`src/rtl/sha256_host_mem.sv`:
```
// Host-side responder for the SHA-256 engine: owns the shared word memory, loads the
// message from a host stream, runs the start/done handshake and streams the digest back.
module sha256_host_mem #(
    parameter int          NUM_OF_WORDS = 20,
    parameter int          DEPTH        = 64,
    parameter logic [15:0] MSG_BASE     = 16'h0000,
    parameter logic [15:0] OUT_BASE     = 16'h0020
) (
    input  logic        clk,
    input  logic        reset_n,
    input  logic        in_valid,
    output logic        in_ready,
    input  logic [31:0] in_data,
    output logic        out_valid,
    input  logic        out_ready,
    output logic [31:0] out_data,
    output logic        busy,
    output logic        err,
    output logic        start,
    input  logic        done,
    output logic [15:0] message_addr,
    output logic [15:0] output_addr,
    input  logic        mem_we,
    input  logic [15:0] mem_addr,
    input  logic [31:0] mem_write_data,
    output logic [31:0] mem_read_data
);

    localparam int          AW       = (DEPTH > 1) ? $clog2(DEPTH) : 1;
    localparam logic [16:0] DEPTH_L  = 17'(DEPTH);
    localparam logic [15:0] LAST_CNT = 16'(NUM_OF_WORDS - 1);

    typedef enum logic [2:0] {
        ST_LOAD,
        ST_START,
        ST_WAIT_BUSY,
        ST_WAIT_DONE,
        ST_DRAIN
    } state_t;

    state_t      state_q, state_d;
    logic [15:0] cnt_q, cnt_d;
    logic [3:0]  k_q, k_d;
    logic [2:0]  tmo_q, tmo_d;
    logic        cap_q, cap_d;
    logic        in_ready_q, in_ready_d;
    logic        out_valid_q, out_valid_d;
    logic [31:0] out_data_q, out_data_d;
    logic        busy_q, busy_d;
    logic        err_q, err_d;
    logic        start_q, start_d;
    logic [31:0] rdata_q;

    logic        port_we_s;
    logic [15:0] port_addr_s;
    logic [31:0] port_wdata_s;
    logic        port_in_range_s;

    logic [31:0] mem_q [DEPTH];

    // Next-state and output-register logic for the job sequencer
    always_comb begin
        state_d     = state_q;
        cnt_d       = cnt_q;
        k_d         = k_q;
        tmo_d       = tmo_q;
        cap_d       = cap_q;
        out_valid_d = out_valid_q;
        out_data_d  = out_data_q;
        err_d       = err_q;
        case (state_q)
            ST_LOAD: begin
                if (in_valid && in_ready_q) begin
                    if (cnt_q == LAST_CNT) begin
                        cnt_d   = 16'd0;
                        state_d = ST_START;
                    end else begin
                        cnt_d = cnt_q + 16'd1;
                    end
                end else begin
                    cnt_d = cnt_q;
                end
            end
            ST_START: begin
                tmo_d   = 3'd0;
                state_d = ST_WAIT_BUSY;
            end
            ST_WAIT_BUSY: begin
                if (!done) begin
                    state_d = ST_WAIT_DONE;
                end else if (tmo_q == 3'd3) begin
                    err_d   = 1'b1;
                    tmo_d   = 3'd0;
                    state_d = ST_LOAD;
                end else begin
                    tmo_d = tmo_q + 3'd1;
                end
            end
            ST_WAIT_DONE: begin
                if (done) begin
                    k_d         = 4'd0;
                    cap_d       = 1'b0;
                    out_valid_d = 1'b0;
                    state_d     = ST_DRAIN;
                end else begin
                    state_d = ST_WAIT_DONE;
                end
            end
            ST_DRAIN: begin
                // The read for the next word is issued in the handshake cycle itself
                if (out_valid_q) begin
                    if (out_ready) begin
                        out_valid_d = 1'b0;
                        if (k_q == 4'd7) begin
                            k_d     = 4'd0;
                            state_d = ST_LOAD;
                        end else begin
                            k_d   = k_q + 4'd1;
                            cap_d = 1'b1;
                        end
                    end else begin
                        out_valid_d = 1'b1;
                    end
                end else if (cap_q) begin
                    out_data_d  = rdata_q;
                    out_valid_d = 1'b1;
                    cap_d       = 1'b0;
                end else begin
                    cap_d = 1'b1;
                end
            end
            default: begin
                state_d = ST_LOAD;
            end
        endcase
        in_ready_d = (state_d == ST_LOAD);
        busy_d     = (state_d != ST_LOAD);
        start_d    = (state_d == ST_START);
    end

    // Memory port ownership follows the sequencer state
    always_comb begin
        port_we_s    = 1'b0;
        port_addr_s  = 16'd0;
        port_wdata_s = 32'd0;
        case (state_q)
            ST_LOAD: begin
                port_we_s    = in_valid && in_ready_q;
                port_addr_s  = MSG_BASE + cnt_q;
                port_wdata_s = in_data;
            end
            ST_START, ST_WAIT_BUSY, ST_WAIT_DONE: begin
                port_we_s    = mem_we;
                port_addr_s  = mem_addr;
                port_wdata_s = mem_write_data;
            end
            ST_DRAIN: begin
                port_we_s    = 1'b0;
                port_addr_s  = OUT_BASE + {12'd0, k_d};
                port_wdata_s = 32'd0;
            end
            default: begin
                port_we_s    = 1'b0;
                port_addr_s  = 16'd0;
                port_wdata_s = 32'd0;
            end
        endcase
        port_in_range_s = ({1'b0, port_addr_s} < DEPTH_L);
    end

    // Memory array write; contents survive reset
    always_ff @(posedge clk) begin
        if (port_we_s && port_in_range_s) begin
            mem_q[port_addr_s[AW-1:0]] <= port_wdata_s;
        end
    end

    // Registered read port: returns pre-write data on a same-cycle read/write
    always_ff @(posedge clk or negedge reset_n) begin
        if (!reset_n) begin
            rdata_q <= 32'd0;
        end else if (port_in_range_s) begin
            rdata_q <= mem_q[port_addr_s[AW-1:0]];
        end else begin
            rdata_q <= 32'd0;
        end
    end

    // Sequencer state and registered outputs
    always_ff @(posedge clk or negedge reset_n) begin
        if (!reset_n) begin
            state_q     <= ST_LOAD;
            cnt_q       <= 16'd0;
            k_q         <= 4'd0;
            tmo_q       <= 3'd0;
            cap_q       <= 1'b0;
            in_ready_q  <= 1'b0;
            out_valid_q <= 1'b0;
            out_data_q  <= 32'd0;
            busy_q      <= 1'b0;
            err_q       <= 1'b0;
            start_q     <= 1'b0;
        end else begin
            state_q     <= state_d;
            cnt_q       <= cnt_d;
            k_q         <= k_d;
            tmo_q       <= tmo_d;
            cap_q       <= cap_d;
            in_ready_q  <= in_ready_d;
            out_valid_q <= out_valid_d;
            out_data_q  <= out_data_d;
            busy_q      <= busy_d;
            err_q       <= err_d;
            start_q     <= start_d;
        end
    end

    assign in_ready      = in_ready_q;
    assign out_valid     = out_valid_q;
    assign out_data      = out_data_q;
    assign busy          = busy_q;
    assign err           = err_q;
    assign start         = start_q;
    assign message_addr  = MSG_BASE;
    assign output_addr   = OUT_BASE;
    assign mem_read_data = rdata_q;

endmodule

```
`config.mk`:
```
export PLATFORM = sky130hd
export DESIGN_NAME = sha256_host_mem
export DESIGN_NICKNAME = d
export VERILOG_FILES = /design/src/rtl/sha256_host_mem.sv
export SDC_FILE = /design/constraint.sdc
export NUM_CORES = 2
export LEC_CHECK = 0
export CAP_MARGIN = 40
export CELL_PAD_IN_SITES_DETAIL_PLACEMENT = 0
export CELL_PAD_IN_SITES_GLOBAL_PLACEMENT = 2
export CORE_ASPECT_RATIO = 0.9
export CORE_MARGIN = 2
export CORE_UTILIZATION = 46
export DETAILED_ROUTE_END_ITERATION = 8
export PLACE_DENSITY_LB_ADDON = 0.05
export SYNTH_ARGS = -nofsm -noshare
export SYNTH_HDL_FRONTEND = slang
export SYNTH_SLANG_ARGS = --single-unit
```
`constraint.sdc`:
```
create_clock -name clk -period 4.8 [get_ports clk]
set_input_delay 0.96 -clock clk [delete_from_list [all_inputs] [get_ports clk]]
set_output_delay 0.96 -clock clk [all_outputs]
set_load 0.01 [all_outputs]
```
# After elaboration in Yosys (flattened, before gate mapping)
# Memories as Yosys holds them, arrays and structs flattened.
# Cells that the tools add are included.
# Widths: inputs -> output; s select.
# word_totals
register_bits	96
mem_bits_rw	2048
in_bits	86
out_inout_bits	101
word_cells	79
mem_count	1
# memory_table
memory	words	width	rd	rd_ports_with_merged_regs	wr	line_no	rtl
mem_q	64	32	1	0	1	59	logic [31:0] mem_q [DEPTH];
# classes
addsub	4
n_lt_le_gt_ge	1
eq_ne	12
muxes	34
bitwise_logic	1
reduce_logical	14
# ops
operator	count
$pmux 32 s2	1
$pmux 16 s3	1
$mux 32	1
$mux 3	10
$add 16x1->16 const B	1
$eq 16x5->1 const B	1
$lt 16x7->1 const B	1
$mux 16	1
$mux 4	4
$pmux 3 s5	1
$mux 1	10
$eq 3x2->1 const B	3
$pmux 4 s2	1
$add 6x4->7 const A	1
$eq 3x1->1 const B	2
$logic_not 3->1	2
$ne 3x3->1 const B	2
$pmux 1 s2	3
$pmux 3 s2	1
$reduce_and 2->1	3
$reduce_and 3->1	2
$add 4x1->4 const B	1
$eq 4x3->1 const B	1
$ne 2x2->1 const B	2
8 further kinds	10

# Longest topological paths before layout
# depth
ltp_word	11
depth_mapped	15
mapped_depth_nobuf	9

# Worst setup path after synthesis
# Ideal clock, no wire load.
# synth_path
kind	input to register
startpoint	in out_ready
endpoint	mem mem_q[48][0] (enable)
setup_ps	421
t_arrival_ps	4261
required_time_ps	4379
path_slack_ps	118
cell_stages	8
n_path_buf	3
cell_sequence	clkbuf_1 nand3_1 mux2_2 nor4_1 nand2_1 buf_2 buf_1 nor2_1
# synth_between
elab_chain_cells	9
# synth_lines
element	line_no	rtl
from (decl)	15	input logic out_ready,
$mux 4 (*)	112	if (out_ready) begin
$mux 4 (*)	111	if (out_valid_q) begin
$pmux 4 s2 (*)	71	case (state_q)
$add 6x4->7 (*)	159	port_addr_s = OUT_BASE + {12'd0, k_d};
$pmux 16 s3 (*)	146	case (state_q)
$lt 16x7->1	168	port_in_range_s = ({1'b0, port_addr_s} < DEPTH_L);
$logic_and 1x1->1	173	if (port_we_s && port_in_range_s) begin
$mux 1	173	
$mux 1 (implied by the code)	174	mem_q[port_addr_s[AW-1:0]] <= port_wdata_s;
to (decl)	59	
# Every way passes the cells marked *; elsewhere a longest branch is shown, timed or not.

# Worst setup path in the final report
# layout_path
startpoint	reg state_q[1]
endpoint	reg rdata_q[13] (netlist: mem_read_data[13])
# layout_between
elab_chain_cells	6
elab_cells_between_ends	12
classes_between	add/sub (1); order compare (1); eq/ne (4); mux (3); reduce/logical (2); memory (1)
# layout_lines
element	line_no	rtl
from (decl)	41	state_t state_q, state_d;
from (signal assigned)	204	state_q <= state_d;
$eq 3x3->1 / $eq 3x2->1 (equally long branches)	71, 146	
$pmux 4 s2	71	
$add 6x4->7	159	
$pmux 16 s3 (*)	146	
$mem_v2 64x32 / $lt 16x7->1 (equally long branches)	-	
$mux 32 (*)	182	end else if (port_in_range_s) begin
to (signal assigned)	183	rdata_q <= mem_q[port_addr_s[AW-1:0]];
to (decl)	52	logic [31:0] rdata_q;
# Marks and branches as above.
# A chain may end at the register's enable or synchronous reset.

==> flow_summary_export.csv <==
group,metric,value,unit
synth,cells_after_synthesis,5089,
sta,timing.final.crit_share,96.9,%
routing,drtAntennaViolNets,0,
worst_setup_path,list_of_cells_traversed_by_the_critical_path,"or3b_1, or4_4, nand2_8, buf_4, nand2_4, buf_12, o22ai_1, a21oi_1, o22ai_1, buf_4, nor4_1",
layout,finish.net_count,5920,
power,finalPower,68.7,mW
synth,number_of_synthesized_flops_with_an_enable_pin,2048,
worst_hold_path,hold-path-cell-count,1,
job,max_capacitance_violation_count,0,
routing,met2_layer_wire_length_in_the_routed_design,146000,um
power,clkPwrFrac,23.7,%
place,finalWeightedCongestion,0.930,
worst_setup_path,cp-startpoint,"state_q[1]",
global_routing,grt.overflow.total,0,
clocking,clk_sink_count,2144,
floorplanning,core_area,178000,um2
place,hpwl,215000,um
sta,setup_repair_after_global_routing_missed_its_margin,"no",
worst_setup_path,critical_path.max_fanout,20,
worst_setup_path,critical_path_required,5.50,ns
power,power_frac_comb,41.1,%
place,post-place-cells,7993,
sta,finalCriticalPeriod,4.65,ns
global_routing,grt_antenna_before_repair,34,
clocking,ctsLongestPathBuffers,3,
synth,synth.area.top_cells,"edfxtp_1, o22ai_1, dfrtp_1, mux2_2, nand2_1",
floorplanning,die_h,405,um
place,detailed_place.area,93700,um2
routing,top_layer,"met5",
layout,utilization,56.5,%
routing,route.layer.met1.wl,133000,um
routing,drt_pre_antenna_iters,8,
synth,synth_top_cell_area_share,75.0,%
routing,routed_wirelength,337000,um
layout,layout.cell_area.non_filler,100000,um2
routing,drt-wirelength-per-cell,40.1,um
layout,post_route_cells_drive_above_1_share,21.9,%
clocking,clk_transition_reported_paths,0.06,ns
sta,timing_max_transition_violations_final,0,
global_routing,global_route.usage.total,36.7,%
clocking,clk_latency,0.87,ns
synth,synth.ff_latch_count,2144,
routing,detail_route.vias_per_cell,6.61,
sta,worst_pin_slew,1.05,ns
routing,dr_total_vias,55500,
synth,ys.flop_type,"edfxtp_1",
floorplanning,io_pins,187,
sta,max_clock_freq,215,MHz
routing,drt-initial-drc-count,9281,
global_routing,grt_max_degree,65,
worst_hold_path,whs_endpoint,"err",
floorplanning,chipWidth,449,um
clocking,postCtsSetupRepairBufs,0,
power,cellLeakagePower,33.4,nW
clocking,numCtsBuffers,215,
layout,seq_area,63900,um2
worst_setup_path,worst-setup-path-type,"flop to flop",
worst_setup_path,timing.rr.start,"state_q[1]",
layout,area_taken_by_multi_input_logic_gates,17600,um2
worst_setup_path,r2r.worst_path.cells,11,
worst_setup_path,worst_path_largest_cell_delay,0.67,ns
floorplanning,fp-row-count,147,
synth,synth_sequential_area_ratio,77.9,%
clocking,h_tree_levels,4,
sta,relative_slew_slack,28.0,%
worst_hold_path,hold_start,"err",
power,p_seq_share,35.2,%
run_status,run_status,"completed",
power,net-switching-power,27.2,mW
power,vdd_drop_max,0.387,mV
worst_setup_path,worstReg2RegEnd,"mem_read_data[13]",
synth,syn-mean-instance-area,16.1,um2
worst_setup_path,critical_path.slowest_cell,"or4_4",
sta,worst_clock_skew,0.0307,ns
worst_setup_path,startpoint_type,"flop",
worst_setup_path,cp_data_arrival_time,5.35,ns
synth,synth_area,82000,um2
worst_hold_path,timing.hold.worst.class,"flop to flop",
global_routing,grt_pass1_wl,452000,um
synth,synthDistinctLibCells,86,
synth,yosysTopAreaCell,"edfxtp_1",
floorplanning,start_util,46.1,%
sta,finalSetupViolations,0,
routing,routed-wl-met3,43900,um
worst_setup_path,end_kind,"flop",
place,io_buffer_count,154,
clocking,clk_root_buffer_cell,"clkbuf_16",
clocking,cts_tree,"built",
global_routing,grt_pass1_vias,51000,
synth,ys_warn_count,0,
layout,fill_cells,14200,
routing,number_of_drc_violations_after_detailed_routing,0,
sta,finalHoldViolations,0,
worst_setup_path,rrSetupSlack,0.15,ns
layout,area_delta_synth_final,22.4,%
power,power_report.internal_total,41.5,mW
synth,synth-async-reset-ratio,4.48,%
floorplanning,fp.dieArea,182000,um2
power,power.switching_fraction,39.6,%
layout,stdcell_count,8398,
power,p_per_area,684,nW/um2
-- critical path: cells and delay by family, from the launching register on --
family / cells / cell delay [ns]
AND/OR/NAND/NOR: 5 / 1.92
AO/OA/AOI/OAI: 3 / 1.14
buffers and inverters: 3 / 0.80
flip-flops: 1 / 0.57
-- flip-flops by register name, summed over array words and instances (netlist names), 3 cells and up --
name and cells:
tmo_q 3, mem_q 2048, out_data 32, mem_read_data 32, k_q 4, state_q 3, cnt_q 16
-- cell usage after synthesis (9+ instances only) --
library cell  instances
a211oi_1             99
a21oi_1             139
a221oi_1             12
a22o_1               11
a22oi_1              15
a31o_2               13
a31oi_1              65
a32o_1               20
a32oi_1              15
and3_1               68
buf_1                49
buf_2                74
buf_4                51
clkbuf_1            201
dfrtp_1              96
edfxtp_1           2048
mux2_2              149
mux2i_1              91
nand2_1             404
nand3_1              63
nand4_1              17
nor2_1              254
nor3_1               56
nor4_1               34
nor4b_1              11
o2111ai_1            11
o211ai_1             20
o21a_1                9
o21ai_0             157
o221ai_1            155
o22a_1               43
o22ai_1             408
o31ai_1              28
o32ai_1               9
o41ai_1              14
or3_1                28
-- how the worst max path moves through the flow --
stage                     slack (ns)                 to  cells after the start
final                           0.15  mem_read_data[13]                     11
after global routing            0.02  mem_read_data[26]                     11
after CTS                       0.24  mem_read_data[28]                     11
after detailed placement       -0.45  mem_read_data[28]                     12
after global placement         -0.72  mem_read_data[28]                     11
after floorplan                 0.12       mem_q[48][0]                      8
-- per-layer routing --
metal  global-route usage, %  vias up
li1                        -    22100
met1                    52.4    28900
met2                    54.2     3856
met3                    10.5      638
met4                    11.9       24
met5                       0        -
-- per-stage QoR --
step	TNS (ns)	hold WS, ns	worst slack (ns)
5_1_grt	0	0.500	0.0191
6_report	0	0.464	0.151
3_3_place_gp	-4.73	0.460	-0.719
4_1_cts	0	0.468	0.239
2_1_floorplan	0	0.442	0.118
3_5_place_dp	-3.10	0.455	-0.448
-- placed cells by master (no fill, tap or decap), drive strengths merged, types with 12 or more instances in the layout --
master         count
a22oi             15
nor4b             12
clkbuf           286
inv               14
o41ai             15
a32oi             15
buf              724
a31oi             65
or3               28
clkinv            86
o31ai             28
o221ai           155
edfxtp          2048
o21ai            159
a32o              20
a31o              13
nand4             17
nor4              36
a221oi            12
nand2            406
nor2             254
nor3              57
a211oi            99
conb              32
mux2             149
a21oi            139
clkdlybuf4s50    153
and3              68
mux2i             91
o22a              43
dfrtp             96
nand3             63
o22ai            408
o211ai            20
-- cells by family after synthesis --
| family | count (synthesis) | share of synthesized area (%) |
|---|---|---|
| flops | 2144 | 77.9 |
| compound gates | 1325 | 11.2 |
| simple gates | 974 | 5.38 |
| buf+inv | 389 | 2.22 |
| mux | 240 | 3.16 |
| xor+xnor | 12 | 0.128 |
| fa+ha+maj | 3 | 0.0458 |
| other cells | 2 | 0.00916 |
-- area by class of cell --
class                           count  share of cell area, %
Sequential cell                  2144                   63.6
Multi-Input combinational cell   2586                   17.5
Timing Repair Buffer              879                   9.26
Clock buffer                      286                   5.81
Tap cell                         2384                   2.97
Clock inverter                    109                  0.828
Inverter                            5                 0.0187
Antenna cell                        5                 0.0125
-- timing repair --
item | CTS | global route
gates resized for setup | 0 | 1
endpoints found under the hold margin | 17 | 0
endpoints found under the setup margin | 0 | 1
hold buffers | 1 | 0
-- power groups by stage --
stage	sequential, mW	combinational [mW]	clock, mW
floorplan	24.6	10.3	0
detailed placement	24.5	27.3	0
CTS	24.1	27.3	16.4
global placement	24.5	26.6	0
global route	24.2	28.6	17.1
finish	24.2	28.2	16.3
(Power assumes the default switching activity.)
